[config.mk]
export PLATFORM = sky130hd
export DESIGN_NAME = cordic_rot
export DESIGN_NICKNAME = d
export VERILOG_FILES = /design/src/rtl/cordic_rot.sv
export SDC_FILE = /design/constraint.sdc
export NUM_CORES = 1
export LEC_CHECK = 0
export CAP_MARGIN = 0
export CORE_UTILIZATION = 40
export DETAILED_ROUTE_END_ITERATION = 6
export DONT_BUFFER_PORTS = 1
export HOLD_SLACK_MARGIN = 0.02
export SYNTH_ARGS = -nofsm -noshare
export SYNTH_HDL_FRONTEND = slang
export SYNTH_SLANG_ARGS = --single-unit
[constraint.sdc]
create_clock -name clk -period 4.4 [get_ports clk]
set_input_delay 0.44 -clock clk [delete_from_list [all_inputs] [get_ports clk]]
set_output_delay 0.44 -clock clk [all_outputs]
set_load 0.05 [all_outputs]
[src/rtl/cordic_rot.sv]
// cordic_rot: iterative rotation-mode CORDIC turning a polar pair (r, phi) into (x, y).
// Quadrant pre-rotation and 1/K gain compensation happen in LOAD, then N micro-rotations.
module cordic_rot #(
  parameter int W = 7,
  parameter int N = 8,
  parameter int G = 3
) (
  input  logic              clk,
  input  logic              reset,
  input  logic              start,
  input  logic signed [W:0] r_in,
  input  logic signed [W:0] phi_in,
  output logic              busy,
  output logic              done,
  output logic signed [W:0] x,
  output logic signed [W:0] y,
  output logic signed [W:0] eps,
  output logic [1:0]        dbg_state
);

  // Handshake: start is sampled only in IDLE; busy is high from the edge after acceptance
  // through the done cycle; done is a one-cycle pulse coinciding with fresh x/y/eps.
  localparam int IW  = W + 2 + G;
  localparam int ASH = (W < 15) ? 15 - W : 0;

  localparam logic [1:0] S_IDLE = 2'd0;
  localparam logic [1:0] S_LOAD = 2'd1;
  localparam logic [1:0] S_ITER = 2'd2;
  localparam logic [1:0] S_OUT  = 2'd3;

  localparam logic signed [IW-1:0] SAT_HI = IW'((1 << W) - 1);
  localparam logic signed [IW-1:0] SAT_LO = IW'(-(1 << W));
  localparam logic signed [IW-1:0] RND    = IW'((1 << G) >> 1);

  logic [1:0]           state_q, state_d;
  logic [3:0]           i_q, i_d;
  logic signed [W:0]    r_q, r_d, phi_q, phi_d;
  logic signed [IW-1:0] x_q, x_d, y_q, y_d;
  logic signed [W:0]    z_q, z_d;
  logic                 busy_q, busy_d, done_q, done_d;
  logic signed [W:0]    xo_q, xo_d, yo_q, yo_d, eps_q, eps_d;

  logic                 quad;
  logic signed [IW-1:0] r_ext, x_pre, x_gain, x_sh, y_sh;
  logic signed [W:0]    z_pre, at;

  // 16-bit binary-radian arctangents rounded half-up down to W+1 bits.
  function automatic logic signed [W:0] atan_c(input logic [3:0] idx);
    int a;
    case (idx)
      4'd0:    a = 8192;
      4'd1:    a = 4836;
      4'd2:    a = 2555;
      4'd3:    a = 1297;
      4'd4:    a = 651;
      4'd5:    a = 326;
      4'd6:    a = 163;
      4'd7:    a = 81;
      4'd8:    a = 41;
      4'd9:    a = 20;
      default: a = 0;
    endcase
    a = (a + ((1 << ASH) >> 1)) >> ASH;
    return a[W:0];
  endfunction

  function automatic logic signed [W:0] sat_rnd(input logic signed [IW-1:0] v);
    logic signed [IW-1:0] t;
    t = (v + RND) >>> G;
    if (t > SAT_HI)      return SAT_HI[W:0];
    else if (t < SAT_LO) return SAT_LO[W:0];
    else                 return t[W:0];
  endfunction

  always_comb begin
    r_ext  = IW'(r_q) <<< G;
    quad   = phi_q[W] ^ phi_q[W-1];
    x_pre  = quad ? -r_ext : r_ext;
    x_gain = (x_pre >>> 1) + (x_pre >>> 3) - (x_pre >>> 6) - (x_pre >>> 9);
    z_pre  = quad ? {~phi_q[W], phi_q[W-1:0]} : phi_q;
    x_sh   = x_q >>> i_q;
    y_sh   = y_q >>> i_q;
    at     = atan_c(i_q);
  end

  always_comb begin
    state_d = state_q;
    i_d     = i_q;
    r_d     = r_q;
    phi_d   = phi_q;
    x_d     = x_q;
    y_d     = y_q;
    z_d     = z_q;
    busy_d  = busy_q;
    done_d  = done_q;
    xo_d    = xo_q;
    yo_d    = yo_q;
    eps_d   = eps_q;
    case (state_q)
      S_IDLE: begin
        busy_d = 1'b0;
        done_d = 1'b0;
        if (start) begin
          r_d     = r_in;
          phi_d   = phi_in;
          state_d = S_LOAD;
        end
      end
      S_LOAD: begin
        busy_d  = 1'b1;
        x_d     = x_gain;
        y_d     = '0;
        z_d     = z_pre;
        i_d     = 4'd0;
        state_d = S_ITER;
      end
      S_ITER: begin
        // z >= 0 rotates counter-clockwise; z wraps modulo 2^(W+1) by width.
        if (!z_q[W]) begin
          x_d = x_q - y_sh;
          y_d = y_q + x_sh;
          z_d = z_q - at;
        end else begin
          x_d = x_q + y_sh;
          y_d = y_q - x_sh;
          z_d = z_q + at;
        end
        i_d = i_q + 4'd1;
        if (i_q == 4'(N - 1)) state_d = S_OUT;
      end
      default: begin
        xo_d    = sat_rnd(x_q);
        yo_d    = sat_rnd(y_q);
        eps_d   = z_q;
        done_d  = 1'b1;
        state_d = S_IDLE;
      end
    endcase
  end

  always_ff @(posedge clk or negedge reset) begin
    if (!reset) begin
      state_q <= S_IDLE;
      i_q     <= '0;
      r_q     <= '0;
      phi_q   <= '0;
      x_q     <= '0;
      y_q     <= '0;
      z_q     <= '0;
      busy_q  <= 1'b0;
      done_q  <= 1'b0;
      xo_q    <= '0;
      yo_q    <= '0;
      eps_q   <= '0;
    end else begin
      state_q <= state_d;
      i_q     <= i_d;
      r_q     <= r_d;
      phi_q   <= phi_d;
      x_q     <= x_d;
      y_q     <= y_d;
      z_q     <= z_d;
      busy_q  <= busy_d;
      done_q  <= done_d;
      xo_q    <= xo_d;
      yo_q    <= yo_d;
      eps_q   <= eps_d;
    end
  end

  assign busy      = busy_q;
  assign done      = done_q;
  assign x         = xo_q;
  assign y         = yo_q;
  assign eps       = eps_q;
  assign dbg_state = state_q;

endmodule
==> metrics.cfg <==
[logic_synthesis]
synth_top_cell_area_share = 0.2652
syn-num-nets = 943
postSynthCellCount = 848
synth_edf_count = 0
synth.avg_cell_area_um2 = 8.902
share_of_synthesized_cell_area_in_full_adder_half_adder_and_majority_cells = 0.1386
synth_xor_xnor_area_share = 0.1033
synth-compound-area-share = 0.1770
syn_area_um2 = 7548
synth_top_family_by_area = compound AO/OA/AOI/OAI gates
synthDistinctLibCells = 71
ys_dominant_reg_cell = sky130_fd_sc_hd__dfrtp_1
yosysTopAreaCell = sky130_fd_sc_hd__dfrtp_1
synth_sequential_area_ratio = 0.2652
yosysWarningCount = 0
fraction_of_synthesized_area_in_multiplexers = 0.1288
yosys-top-cells-area = sky130_fd_sc_hd__dfrtp_1 27%, sky130_fd_sc_hd__ha_1 11%, sky130_fd_sc_hd__mux2_2 7.8%, sky130_fd_sc_hd__xnor2_1 6.6%, sky130_fd_sc_hd__a21oi_1 5.5%
synth_simple_gate_area_share = 0.1237
async_sr_flop_fraction = 1.000
synth-seq-cells = 80

[finish]
layout-drive-gt1-share = 0.1721
area_growth_syn_to_layout_pct = 11.29
mostFrequentLayoutCells = 79 x sky130_fd_sc_hd__a21oi_1, 77 x sky130_fd_sc_hd__dfrtp_1, 71 x sky130_fd_sc_hd__inv_1
finalInstanceArea_um2 = 8401
regArea_um2 = 2006
multi_input_comb_area_um2 = 5121
num-fill-cells = 1767
antenna_cells = 0
layout_commonest_cell = sky130_fd_sc_hd__a21oi_1
fin_nets = 956
number_of_non_filler_instances_in_the_completed_layout = 1095

[worst_hold_path]
holdCritPathClass = in -> reg
worst_hold_end = phi_q[0]$_DFFE_PN0P_
timing.hold.worst.start = phi_in[0]
holdPathStages = 1

[global_routing]
grt_max_degree = 81
first_global_vias = 5798
gr-usage-all-layers = 0.1889
number_of_antenna_violations_at_the_first_check_in_global_routing = 0
grt_pass1_wl_mm = 29.28
grt_overflow_total = 0

[placed_design]
place_inst = 1074
port-buffer-count = 0
place_worst_setup_slack_ps = -37.88
gp_congestion = 0.9317
post_dp_cell_area_um2 = 7951
dp_hpwl_mm = 13.26

[sta]
fin_ws_ps = 267.6
setup-violations-final = 0
finalClockSkew_ps = 10.54
tightest_slew_ps = 750.9
report.final.hold_viol_count = 0
final_min_period_over_clock_period = 0.9392
timing_max_transition_violations_final = 0
timing.slew.headroom = 0.4975
setup_repair_after_global_routing_missed_its_margin = yes
final_period_minus_worst_setup_slack_ps = 4132
setup_tns_ps = 0
fmaxAchievable_ghz = 0.2420

[worst_setup_path]
critical_path.reg2reg.startpoint = r_q[0]$_DFFE_PN0P_
cp_max_fo = 5
worst-r2r-setup-slack_ps = 270
critPathArrivalTime_ps = 4340
cp_capture_type = register
timing.critical_path.required_ps = 4610
regToRegEndpoint = x_q[9]$_DFFE_PN0P_
worst_setup_path_start_kind = register
timing.setup.critical_path_class = reg -> reg
worst-r2r-cell-count = 22

[detailed_routing]
drt-pass1-iter-count = 5
initialDrtViolationCount = 358
vias_per_cell = 5.487
num_vias = 6008
route.detailed.wl_per_inst_um = 16.15
postRouteWirelength_mm = 17.69
post-route-drc-count = 0
drtAntennaViolNets = 0

[floorplan]
design.core.area_um2 = 18210
initial_core_util = 0.4146
design.portCount = 47
die_width_um = 139.4
die_area_um2 = 19420
num_rows = 49
die_h_um = 139.4

[outcome]
run_status = complete, no violations

[cts]
clk_latency_ps = 360
cts_inserted_buffers = 9
worst_setup_hold_path_clk_slew_ps = 70
clk_path_buf_depth = 2
h-tree-depth = 3
cts_tree = built
cts_sinks = 80
cts_root_buffer = sky130_fd_sc_hd__clkbuf_16

[flow_run]
drv_cap = 0

## metrics by stage
step | util | hold WS (ps)
floorplan | - | 144.4
global placement | 0.4367 | 148.2
detailed placement | 0.4367 | 148.1
CTS | 0.4572 | 215.4
global route | 0.4613 | 215.3
finish | 0.4613 | 229.2
## what timing repair did
item | 4_1_cts | 5_1_grt
hold buffers | 2 | 0
gates cloned | 0 | 0
endpoints found under the hold margin | 80 | 0
buffers inserted | 0 | 3
setup endpoints to repair | 1 | 11
pin swaps | 0 | 2
resized for setup | 1 | 13
## per-layer routing
| layer | vias to the layer above | track usage | share of wire |
|---|---|---|---|
| met4 | 0 | 0.05614 | 0.015 |
| met3 | 20 | 0.03544 | 0.054 |
| met1 | 2801 | 0.2605 | 0.48 |
| met2 | 160 | 0.2997 | 0.45 |
| met5 | - | 0 | 0 |
| li1 | 3027 | - | - |
## registers in the layout, summed over array words and instances, names as in the netlist
| name | flops |
|---|---|
| x_q | 12 |
| y_q | 12 |
| eps | 8 |
| phi_q | 8 |
| r_q | 8 |
| x | 8 |
| y | 8 |
| z_q | 8 |
| i_q | 4 |
| dbg_state | 2 |
| busy | 1 |
| done | 1 |
## final cells by class
class | count | share of cell area
multi-input combinational | 650 | 0.6096
clock buffer | 9 | 0.02681
timing repair buffer | 47 | 0.04468
clock inverter | 7 | 0.01296
inverter | 73 | 0.03307
tap | 229 | 0.03411
sequential | 80 | 0.2388
## cell usage after synthesis, types with 10 or more instances
cell and number:
sky130_fd_sc_hd__and3_1 15, sky130_fd_sc_hd__clkbuf_1 31, sky130_fd_sc_hd__ha_1 66, sky130_fd_sc_hd__mux2i_1 24, sky130_fd_sc_hd__nor3_1 11, sky130_fd_sc_hd__nand2_1 40, sky130_fd_sc_hd__a21oi_1 83, sky130_fd_sc_hd__dfrtp_1 80
sky130_fd_sc_hd__xor2_1 32, sky130_fd_sc_hd__mux2_2 52, sky130_fd_sc_hd__a21o_1 10, sky130_fd_sc_hd__nand3_1 16, sky130_fd_sc_hd__inv_1 72, sky130_fd_sc_hd__o21ai_0 30, sky130_fd_sc_hd__o21bai_1 10, sky130_fd_sc_hd__a31oi_1 12
sky130_fd_sc_hd__fa_1 10, sky130_fd_sc_hd__nor2_1 67, sky130_fd_sc_hd__xnor2_1 57
## worst max path at each step
stage | cells after the start | from | endpoint | slack, ps
after global routing | 18 | r_q[6]$_DFFE_PN0P_ | x_q[10]$_DFFE_PN0P_ | -50
after floorplan | 18 | phi_q[6]$_DFFE_PN0P_ | x_q[10]$_DFFE_PN0P_ | 40
final | 22 | r_q[0]$_DFFE_PN0P_ | x_q[9]$_DFFE_PN0P_ | 270
after detailed placement | 21 | r_q[0]$_DFFE_PN0P_ | x_q[10]$_DFFE_PN0P_ | -40
after CTS | 21 | r_q[0]$_DFFE_PN0P_ | x_q[10]$_DFFE_PN0P_ | 10
after global placement | 21 | r_q[0]$_DFFE_PN0P_ | x_q[10]$_DFFE_PN0P_ | 2
## kinds of logic after synthesis
group / Yosys count
buffers and inverters: 118
adder cells (fa/ha/maj): 78
AND/OR/NAND/NOR: 191
AO/OA/AOI/OAI: 209
multiplexers: 83
XOR/XNOR: 89
flip-flops: 80
## worst max-delay path, stage by stage (launching register included)
cell,delay [ps]
sky130_fd_sc_hd__dfrtp_2,430
sky130_fd_sc_hd__inv_1,60
sky130_fd_sc_hd__ha_1,190
sky130_fd_sc_hd__nand2_1,80
sky130_fd_sc_hd__nor2_1,120
sky130_fd_sc_hd__a21oi_2,90
sky130_fd_sc_hd__xnor2_2,190
sky130_fd_sc_hd__inv_1,80
sky130_fd_sc_hd__ha_1,270
sky130_fd_sc_hd__inv_1,40
sky130_fd_sc_hd__ha_1,260
sky130_fd_sc_hd__inv_1,50
sky130_fd_sc_hd__fa_1,490
sky130_fd_sc_hd__inv_1,40
sky130_fd_sc_hd__ha_1,330
sky130_fd_sc_hd__a21o_1,200
sky130_fd_sc_hd__a21oi_1,220
sky130_fd_sc_hd__o21bai_1,90
sky130_fd_sc_hd__a21oi_1,220
sky130_fd_sc_hd__o21ai_0,180
sky130_fd_sc_hd__xor2_1,170
sky130_fd_sc_hd__nand2_1,90
sky130_fd_sc_hd__a31oi_1,90
Power is left out: the tool's default activity adds up to more than one toggle a clock period on the data nets, which glitch-free logic cannot reach.
